File: config.mk
export PLATFORM = sky130hd
export DESIGN_NAME = spi_ram_initiator
export DESIGN_NICKNAME = d
export VERILOG_FILES = /design/src/rtl/spi_ram_pkg.sv /design/src/rtl/spi_ram_initiator_spi_clk_gen.sv /design/src/rtl/spi_ram_initiator.sv
export SDC_FILE = /design/constraint.sdc
export NUM_CORES = 1
export LEC_CHECK = 0
export CORE_MARGIN = 1
export CORE_UTILIZATION = 35
export CTS_BUF_LIST = sky130_fd_sc_hd__clkbuf_4
export DETAILED_ROUTE_END_ITERATION = 6
export GPL_TIMING_DRIVEN = 0
export PLACE_DENSITY = 0.53
export SLEW_MARGIN = 20
export SYNTH_ARGS = -nofsm -noshare
export SYNTH_HDL_FRONTEND = slang
export SYNTH_SLANG_ARGS = --single-unit
File: constraint.sdc
create_clock -name clk -period 2.7 [get_ports clk]
set_clock_uncertainty 0.2 [all_clocks]
set_input_delay 0.405 -clock clk [delete_from_list [all_inputs] [get_ports clk]]
set_output_delay 0.405 -clock clk [all_outputs]
set_load 0.02 [all_outputs]
File: src/rtl/spi_ram_pkg.sv
// Shared constants, FSM state type and frame geometry for the SPI RAM initiator.
package spi_ram_pkg;

  localparam logic [7:0] CMD_READ      = 8'h03;
  localparam logic [7:0] CMD_WRITE     = 8'h02;
  localparam logic [7:0] CMD_FAST_READ = 8'h0B;

  // Standard frame: cmd + 24-bit address + 16-bit data; fast read adds 8 dummy bits.
  localparam int FRAME_LEN      = 48;
  localparam int FAST_FRAME_LEN = 56;
  localparam int FRAME_W        = FAST_FRAME_LEN;
  localparam int CNT_W          = 6;

  typedef enum logic [1:0] {
    IDLE   = 2'd0,
    SHIFT  = 2'd1,
    FINISH = 2'd2
  } state_t;

endpackage

File: src/rtl/spi_ram_initiator_spi_clk_gen.sv
// SPI clock divider: spi_clk idles low while disabled; rise/fall strobe in the
// clk cycle before spi_clk changes level, so consumers act on the same edge.
module spi_clk_gen #(
  parameter int CLK_DIV = 1
) (
  input  logic clk,
  input  logic rst_n,
  input  logic en,
  output logic spi_clk,
  output logic rise,
  output logic fall
);

  localparam int CW = $clog2(CLK_DIV + 1);

  logic [CW-1:0] cnt;
  logic          last;

  assign last = (cnt == CW'(CLK_DIV - 1));
  assign rise = en & last & ~spi_clk;
  assign fall = en & last & spi_clk;

  always_ff @(posedge clk or negedge rst_n) begin
    if (!rst_n) begin
      cnt     <= '0;
      spi_clk <= 1'b0;
    end else if (!en) begin
      cnt     <= '0;
      spi_clk <= 1'b0;
    end else if (last) begin
      cnt     <= '0;
      spi_clk <= ~spi_clk;
    end else begin
      cnt <= cnt + 1'b1;
    end
  end

endmodule

File: src/rtl/spi_ram_initiator.sv
// SPI mode-0 initiator for 16-bit word reads/writes to a 23LC-style serial SRAM.
// Define SPI_RAM_FAST_READ_EN to issue reads as 0x0B with 8 dummy bits.
// Handshake: start is taken only in IDLE (busy=0); done pulses once per accepted start.
module spi_ram_initiator
  import spi_ram_pkg::*;
#(
  parameter int CLK_DIV = 1,
  parameter int ADDR_W  = 24
) (
  input  logic              clk,
  input  logic              rst_n,
  input  logic              start,
  input  logic              write,
  input  logic [ADDR_W-1:0] addr,
  input  logic [15:0]       wdata,
  output logic [15:0]       rdata,
  output logic              busy,
  output logic              done,
  output logic              spi_select,
  output logic              spi_clk,
  output logic              spi_mosi,
  input  logic              spi_miso
);

  state_t             state, state_nxt;
  logic [FRAME_W-1:0] frame, frame_init;
  logic [CNT_W-1:0]   bit_cnt, cnt_init;
  logic [15:0]        rx;
  logic [23:0]        addr24;
  logic               is_write;
  logic               rise, fall;

  assign addr24 = 24'(addr);

  spi_clk_gen #(.CLK_DIV(CLK_DIV)) u_clk_gen (
    .clk     (clk),
    .rst_n   (rst_n),
    .en      (state == SHIFT),
    .spi_clk (spi_clk),
    .rise    (rise),
    .fall    (fall)
  );

  // Frame is right-aligned; bit_cnt indexes the bit currently on the wire.
  always_comb begin
    frame_init = '0;
    cnt_init   = CNT_W'(FRAME_LEN - 1);
    if (write) begin
      frame_init = FRAME_W'({CMD_WRITE, addr24, wdata});
    end else begin
`ifdef SPI_RAM_FAST_READ_EN
      frame_init = {CMD_FAST_READ, addr24, 8'h00, 16'h0000};
      cnt_init   = CNT_W'(FAST_FRAME_LEN - 1);
`else
      frame_init = FRAME_W'({CMD_READ, addr24, 16'h0000});
`endif
    end
  end

  always_ff @(posedge clk or negedge rst_n) begin
    if (!rst_n) state <= IDLE;
    else        state <= state_nxt;
  end

  always_comb begin
    state_nxt = state;
    case (state)
      IDLE:    if (start) state_nxt = SHIFT;
      SHIFT:   if (fall && bit_cnt == '0) state_nxt = FINISH;
      FINISH:  state_nxt = IDLE;
      default: state_nxt = IDLE;
    endcase
  end

  always_ff @(posedge clk or negedge rst_n) begin
    if (!rst_n) begin
      frame      <= '0;
      bit_cnt    <= '0;
      is_write   <= 1'b0;
      rx         <= '0;
      rdata      <= '0;
      busy       <= 1'b0;
      done       <= 1'b0;
      spi_select <= 1'b1;
      spi_mosi   <= 1'b0;
    end else begin
      done <= 1'b0;
      case (state)
        IDLE: begin
          if (start) begin
            frame      <= frame_init;
            bit_cnt    <= cnt_init;
            is_write   <= write;
            busy       <= 1'b1;
            spi_select <= 1'b0;
            spi_mosi   <= frame_init[cnt_init];
          end
        end
        SHIFT: begin
          if (rise) rx <= {rx[14:0], spi_miso};
          // mosi only moves on the falling spi_clk edge (mode 0)
          if (fall) begin
            if (bit_cnt == '0) begin
              spi_select <= 1'b1;
              spi_mosi   <= 1'b0;
            end else begin
              bit_cnt  <= bit_cnt - 1'b1;
              spi_mosi <= frame[bit_cnt - 1'b1];
            end
          end
        end
        FINISH: begin
          done <= 1'b1;
          busy <= 1'b0;
          if (!is_write) rdata <= rx;
        end
        default: ;
      endcase
    end
  end

endmodule

Word level (Yosys, flattened, before mapping)
Index checks and enable logic that the tools add are counted.
{"block": "totals", "word_cells": 67, "latch_bits": 0, "mem_count": 0, "ramBits": 0, "output_inout_bits": 21, "in_bits": 45, "register_bits": 103, "romBits": 0}
{"block": "op_classes", "n_mux": 25, "add_sub_neg": 2, "n_bitwise": 6, "order_cmp": 1, "n_shift": 0, "n_mul": 0, "eq_ne": 8, "n_reduce_logical": 13, "div_mod_pow": 0}
{"operator": "2-to-1 mux 41 bit", "n": 1}
{"operator": "2-to-1 mux 6 bit", "n": 3}
{"operator": "2-to-1 mux 1 bit", "n": 13}
{"operator": "inequality test 2 bit, second input constant", "n": 6}
{"operator": "one-hot mux 6 bit (2 select lines)", "n": 1}
{"operator": "AND reduction 2 bit", "n": 5}
{"operator": "AND reduction 4 bit", "n": 2}
{"operator": "< comparator 6 x 7 -> 1 bit, second input constant", "n": 1}
{"operator": "binary-select mux 1 bit (select 6 bit)", "n": 1}
{"operator": "logical NOT 6 bit", "n": 1}
{"operator": "one-hot mux 1 bit (2 select lines)", "n": 3}
{"operator": "subtractor 6 x 1 -> 6 bit, second input constant", "n": 1}
{"operator": "2-to-1 mux 2 bit", "n": 2}
{"operator": "one-hot mux 2 bit (2 select lines)", "n": 1}
{"operator": "nonzero test 2 bit", "n": 2}
{"operator": "bitwise AND 1 bit", "n": 3}
{"operator": "inverter 1 bit", "n": 3}
{"operator": "AND reduction 3 bit", "n": 1}
{"operator": "equality test 2 x 1 -> 1 bit, second input constant", "n": 1}
{"operator": "equality test 2 bit, second input constant", "n": 1}
{"operator": "logical NOT 2 bit", "n": 1}
{"operator": "adder 1 bit, second input constant", "n": 1}
{"operator": "logical AND 1 bit", "n": 1}

Depth between registers and ports, before layout
{"block": "logic_depth", "depth_word": 6, "depth_mapped": 11, "ltp_nobuf": 7}

Cells and area by module
Synthesis repeated with hierarchy kept, for this count alone.
{"block": "hier_totals", "cells_unflattened": 289, "area_unflattened_um2": 3824.9}
{"mod": "spi_ram_initiator", "instances": 1, "seq_area_each_um2": 2178.3, "cells_each": 286, "area_each_um2": 3783.6}
{"mod": "spi_clk_gen", "instances": 1, "seq_area_each_um2": 25.0, "cells_each": 3, "area_each_um2": 41.3}

Worst setup path before layout
OpenSTA, ideal clock, no wires.
{"block": "synth_timing", "path_kind": "register to register", "start": "register bit_cnt[0]", "end": "register spi_mosi", "arrival_time_ps": 2085, "path_slack_ps": 288, "synth_period_minus_slack_ps": 2412, "path_buffers": 3, "stages_incl_launch_ff": 11, "path_cell_list": "dfrtp_1 -> buf_6 -> clkbuf_8 -> inv_1 -> ha_1 -> xnor2_2 -> clkbuf_8 -> mux4_2 -> and2_2 -> a211oi_1 -> o31ai_1"}
{"block": "synth_between", "elab_chain_cells": 6, "elab_cells_between_ends": 7, "cone_classes": "add/sub: 1; mux: 5; reduce/logical: 1"}
{"item": "from (decl)", "line_no": "spi_ram_initiator.sv:27", "source": "logic [CNT_W-1:0] bit_cnt, cnt_init;"}
{"item": "from (signal assigned)", "line_no": "spi_ram_initiator.sv:92", "source": "bit_cnt <= cnt_init;"}
{"item": "from (signal assigned)", "line_no": "spi_ram_initiator.sv:107", "source": "bit_cnt <= bit_cnt - 1'b1;"}
{"item": "subtractor 6 x 1 -> 6 bit", "line_no": "spi_ram_initiator.sv:108", "source": "spi_mosi <= frame[bit_cnt - 1'b1];"}
{"item": "binary-select mux 1 bit (select 6 bit)", "line_no": "spi_ram_initiator.sv:108"}
{"item": "2-to-1 mux 1 bit (not written as such)", "line_no": "spi_ram_initiator.sv:108"}
{"item": "2-to-1 mux 1 bit (*)", "line_no": "spi_ram_initiator.sv:103", "source": "if (bit_cnt == '0) begin"}
{"item": "2-to-1 mux 1 bit (*)", "line_no": "spi_ram_initiator.sv:102", "source": "if (fall) begin"}
{"item": "one-hot mux 1 bit (2 select lines) (*)", "line_no": "spi_ram_initiator.sv:88", "source": "case (state)"}
{"item": "to (signal assigned)", "line_no": "spi_ram_initiator.sv:96", "source": "spi_mosi <= frame_init[cnt_init];"}
{"item": "to (signal assigned)", "line_no": "spi_ram_initiator.sv:108"}
{"item": "to (decl)", "line_no": "spi_ram_initiator.sv:21", "source": "output logic spi_mosi,"}
Mark *: on every way between the ends. The rest lies on a longest branch, timed or not. The select of a mux whose other input is x is not followed.
A chain may end at the register's enable or synchronous reset.

Final worst setup path
Same ends and word-level chain as after synthesis.

==> flow_summary.json <==
{
  "antenna_found_initial": 0,
  "detail_route.iter0.violations": 128,
  "wire_length_of_the_first_global_routing_pass_mm": 14.2,
  "synthesis.instances": 356,
  "setup.worst_path.start_class": "register",
  "end_kind": "register",
  "post_synth_fa_ha_maj_area_fraction_pct": 0.636,
  "power_uw": 4520,
  "timing.critical_path.max_delay_family": "buffers and inverters",
  "final-instance-count-excl-fill": 581,
  "synthDominantCellAreaShare_pct": 55.4,
  "worst-r2r-setup-slack_ns": 0.09,
  "cts.sink_count": 88,
  "synth-warning-count": 0,
  "worst_ep_arrival_time_ns": 2.75,
  "die_area_mm2": 0.0117,
  "critPathSlowestCell": "sky130_fd_sc_hd__dfrtp_1",
  "cts_buffers": 9,
  "cpPeakStageDelay_ns": 0.37,
  "min_period_over_period_pct": 96.6,
  "critPathKind": "register to register",
  "ctsLongestPathBuffers": 2,
  "static-leakage-power_uw": 0.00229,
  "boundaryPins": 66,
  "worst-path-stages": 10,
  "gp_routability_congestion": 0.792,
  "netlist_top_cells_area": "sky130_fd_sc_hd__dfrtp_1, sky130_fd_sc_hd__nand2_1, sky130_fd_sc_hd__mux2_2, sky130_fd_sc_hd__mux4_1, sky130_fd_sc_hd__nand3_1",
  "vdd.ir_drop.worst_mv": 0.418,
  "synth_area_in_simple_gates_pct": 18.5,
  "main_combinational_cell_family_by_area_after_synthesis": "simple AND/OR/NAND/NOR gates",
  "max_capacitance_violation_count": 0,
  "max_slew.worst_pin.slew_ns": 0.686,
  "dpl.hpwl_mm": 5.99,
  "antenna_left": 0,
  "final.min_clock_period_ns": 2.61,
  "yosys_most_used_dff": "sky130_fd_sc_hd__dfrtp_1",
  "worst_r2r_endpoint": "spi_mosi",
  "synth_mux_area_share_pct": 16.0,
  "maxClockFrequency_ghz": 0.383,
  "yosys.area.top_type": "sky130_fd_sc_hd__dfrtp_1",
  "die-height_um": 108,
  "synth_edf_count": 0,
  "routedWlPerCell_um": 14.7,
  "first_global_vias": 2749,
  "hp-class": "primary input to asynchronous set/reset pin",
  "power_density_mw_per_mm2": 899,
  "r2r.worst_path.cells": 10,
  "clk-insertion-delay-late_ns": 0.45,
  "rows": 38,
  "coreArea_mm2": 0.0109,
  "status": "complete, no violations",
  "dr_vias": 2796,
  "setup_viol": 0,
  "numPortBuffers": 64,
  "critical_path_peak_fanout": 10,
  "synthesis.nets": 403,
  "n_antenna_cell": 0,
  "crit_path_cell_trace": "buf_6, clkbuf_16, clkinvlp_4, ha_2, xnor2_4, clkbuf_8, mux4_2, and2_2, a211oi_1, o31ai_1",
  "tritoncts": "done",
  "synth.avg_cell_area_um2": 11.0,
  "route.detailed.drc": 0,
  "detail_route.first_pass.iterations": 4,
  "cts.root.buffer_cell": "sky130_fd_sc_hd__clkbuf_4",
  "slew_violations": 0,
  "via_per_inst": 4.81,
  "timing.final.hold_violations": 0,
  "worst_path_buffer_plus_inverter_count": 4,
  "critical_path_required_ns": 2.84,
  "starting_density_pct": 36.1,
  "layout-drive-gt1-share_pct": 18.6,
  "synth_xor_xnor_area_share_pct": 1.08,
  "design.final.nets": 483,
  "groute.usage.overall_pct": 16.2,
  "place.detailed.instances": 561,
  "clk_pin_slew_worst_paths_ns": 0.14,
  "flip_flop_and_latch_count_after_synthesis": 88,
  "most_frequent_cells_in_the_layout": "sky130_fd_sc_hd__nand2_1, sky130_fd_sc_hd__dfrtp_1, sky130_fd_sc_hd__clkdlybuf4s50_1",
  "mostFrequentLayoutCell": "sky130_fd_sc_hd__nand2_1",
  "synth_compound_area_share_pct": 3.98,
  "ys_seq_area_share_pct": 56.0,
  "worstReg2RegStart": "bit_cnt[0]",
  "synth_cell_types": 42,
  "asyncSetResetFlopFracSynth_pct": 100,
  "pin_count_of_the_biggest_net_entering_global_routing": 63,
  "relSlewSlack_pct": 54.1,
  "grt_overflow": 0,
  "wirelength_mm": 8.54,
  "netlist_area_mm2": 0.00393,
  "die_w_um": 108,
  "area_growth_pct": 27.7,
  "clock_tree.htree_level_count": 3
}
==> timing repair <==
action	4_1_cts	5_1_grt
setup endpoints to repair	1	1
endpoints found under the hold margin	87	0
gates resized for setup	5	3
buffers inserted	3	1
hold buffers	1	0
==> metal layers <==
layer  vias to the layer above  GRT usage (%)  part of all wire, %
li1                       1365              -                    -
met1                      1357           21.3                   46
met2                        61           24.7                   46
met3                        13           6.45                  6.3
met4                         0           4.40                  1.8
met5                         -              0                    0
==> cell families after synthesis <==
| kind of cell | after synthesis |
|---|---|
| buf+inv | 24 |
| flops | 88 |
| compound gates | 24 |
| mux | 47 |
| simple gates | 167 |
| fa+ha+maj | 2 |
| xor+xnor | 4 |
==> how the worst max path moves through the flow <==
stage | startpoint | endpoint | slack, ns
final | bit_cnt[0] | spi_mosi | 0.09
after floorplan | bit_cnt[0] | spi_mosi | 0.29
after global placement | rst_n | rdata[10] | -2.30
after detailed placement | bit_cnt[0] | spi_mosi | -0.08
after global routing | bit_cnt[0] | spi_mosi | -0.0008
after CTS | bit_cnt[0] | spi_mosi | 0.05
==> metrics by stage <==
stage	worst slack (ns)	setup TNS, ns	util (%)	hold WS [ns]	cell area [µm²]
2_1_floorplan	0.288	0	-	-0.0906	3930
3_3_place_gp	-2.30	-201.13	43.6	0.246	4750
3_5_place_dp	-0.0804	-0.0804	43.9	0.0899	4780
4_1_cts	0.0516	0	45.8	0.161	4990
5_1_grt	-0.000766	-0.000766	46.1	0.169	5020
6_report	0.0908	0	46.1	0.171	5020
==> report_power, final <==
part	total [µW]	switching (µW)	internal, µW
clock	772	476	296
sequential	1910	232	1670
combinational	1840	813	1030
==> cells in the mapped netlist (2+ instances only) <==
cell                       instances
sky130_fd_sc_hd__buf_2             3
sky130_fd_sc_hd__nor2_1            8
sky130_fd_sc_hd__nand3_1          19
sky130_fd_sc_hd__o21ai_0           4
sky130_fd_sc_hd__mux4_1            4
sky130_fd_sc_hd__or3_1             2
sky130_fd_sc_hd__nor3_1            2
sky130_fd_sc_hd__xnor2_1           3
sky130_fd_sc_hd__mux2_2           35
sky130_fd_sc_hd__clkbuf_8          3
sky130_fd_sc_hd__mux2i_1           4
sky130_fd_sc_hd__buf_6             3
sky130_fd_sc_hd__nor2b_1           6
sky130_fd_sc_hd__a31oi_1           2
sky130_fd_sc_hd__nand3b_1          2
sky130_fd_sc_hd__nand2_1         114
sky130_fd_sc_hd__dfrtp_1          87
sky130_fd_sc_hd__or2_2             2
sky130_fd_sc_hd__nand2b_1          4
sky130_fd_sc_hd__a21oi_1          10
sky130_fd_sc_hd__ha_1              2
sky130_fd_sc_hd__clkbuf_1         11
sky130_fd_sc_hd__inv_1             4
sky130_fd_sc_hd__mux4_2            4
==> flip-flops by register name, summed over array words and instances (netlist names), 2 cells and up <==
signal   flops
frame       42
rdata       16
rx          16
bit_cnt      6
state        2
==> worst register-to-register path, delay by kind of cell (launching register included) <==
kind,cells,cell delay (ns)
and+or+nand+nor,1,0.20
AOI/OAI and AO/OA,2,0.38
xor gates and xnor gates,1,0.19
adders and majority gates,1,0.28
DFF,1,0.37
buffers and inverters,4,0.61
muxes,1,0.27
==> area by class of cell <==
type                    instances  area, µm²
fillers                      1054       5870
flip-flops and latches         88       2200
multi-input cells             244       1620
repair buffers                 70        722
well taps                     140        175
plain buffers                  19        143
clock buffers                  10       75.1
clock inverters                 6       67.6
inverters                       4       18.8
Power figures use the tool's default switching activity.
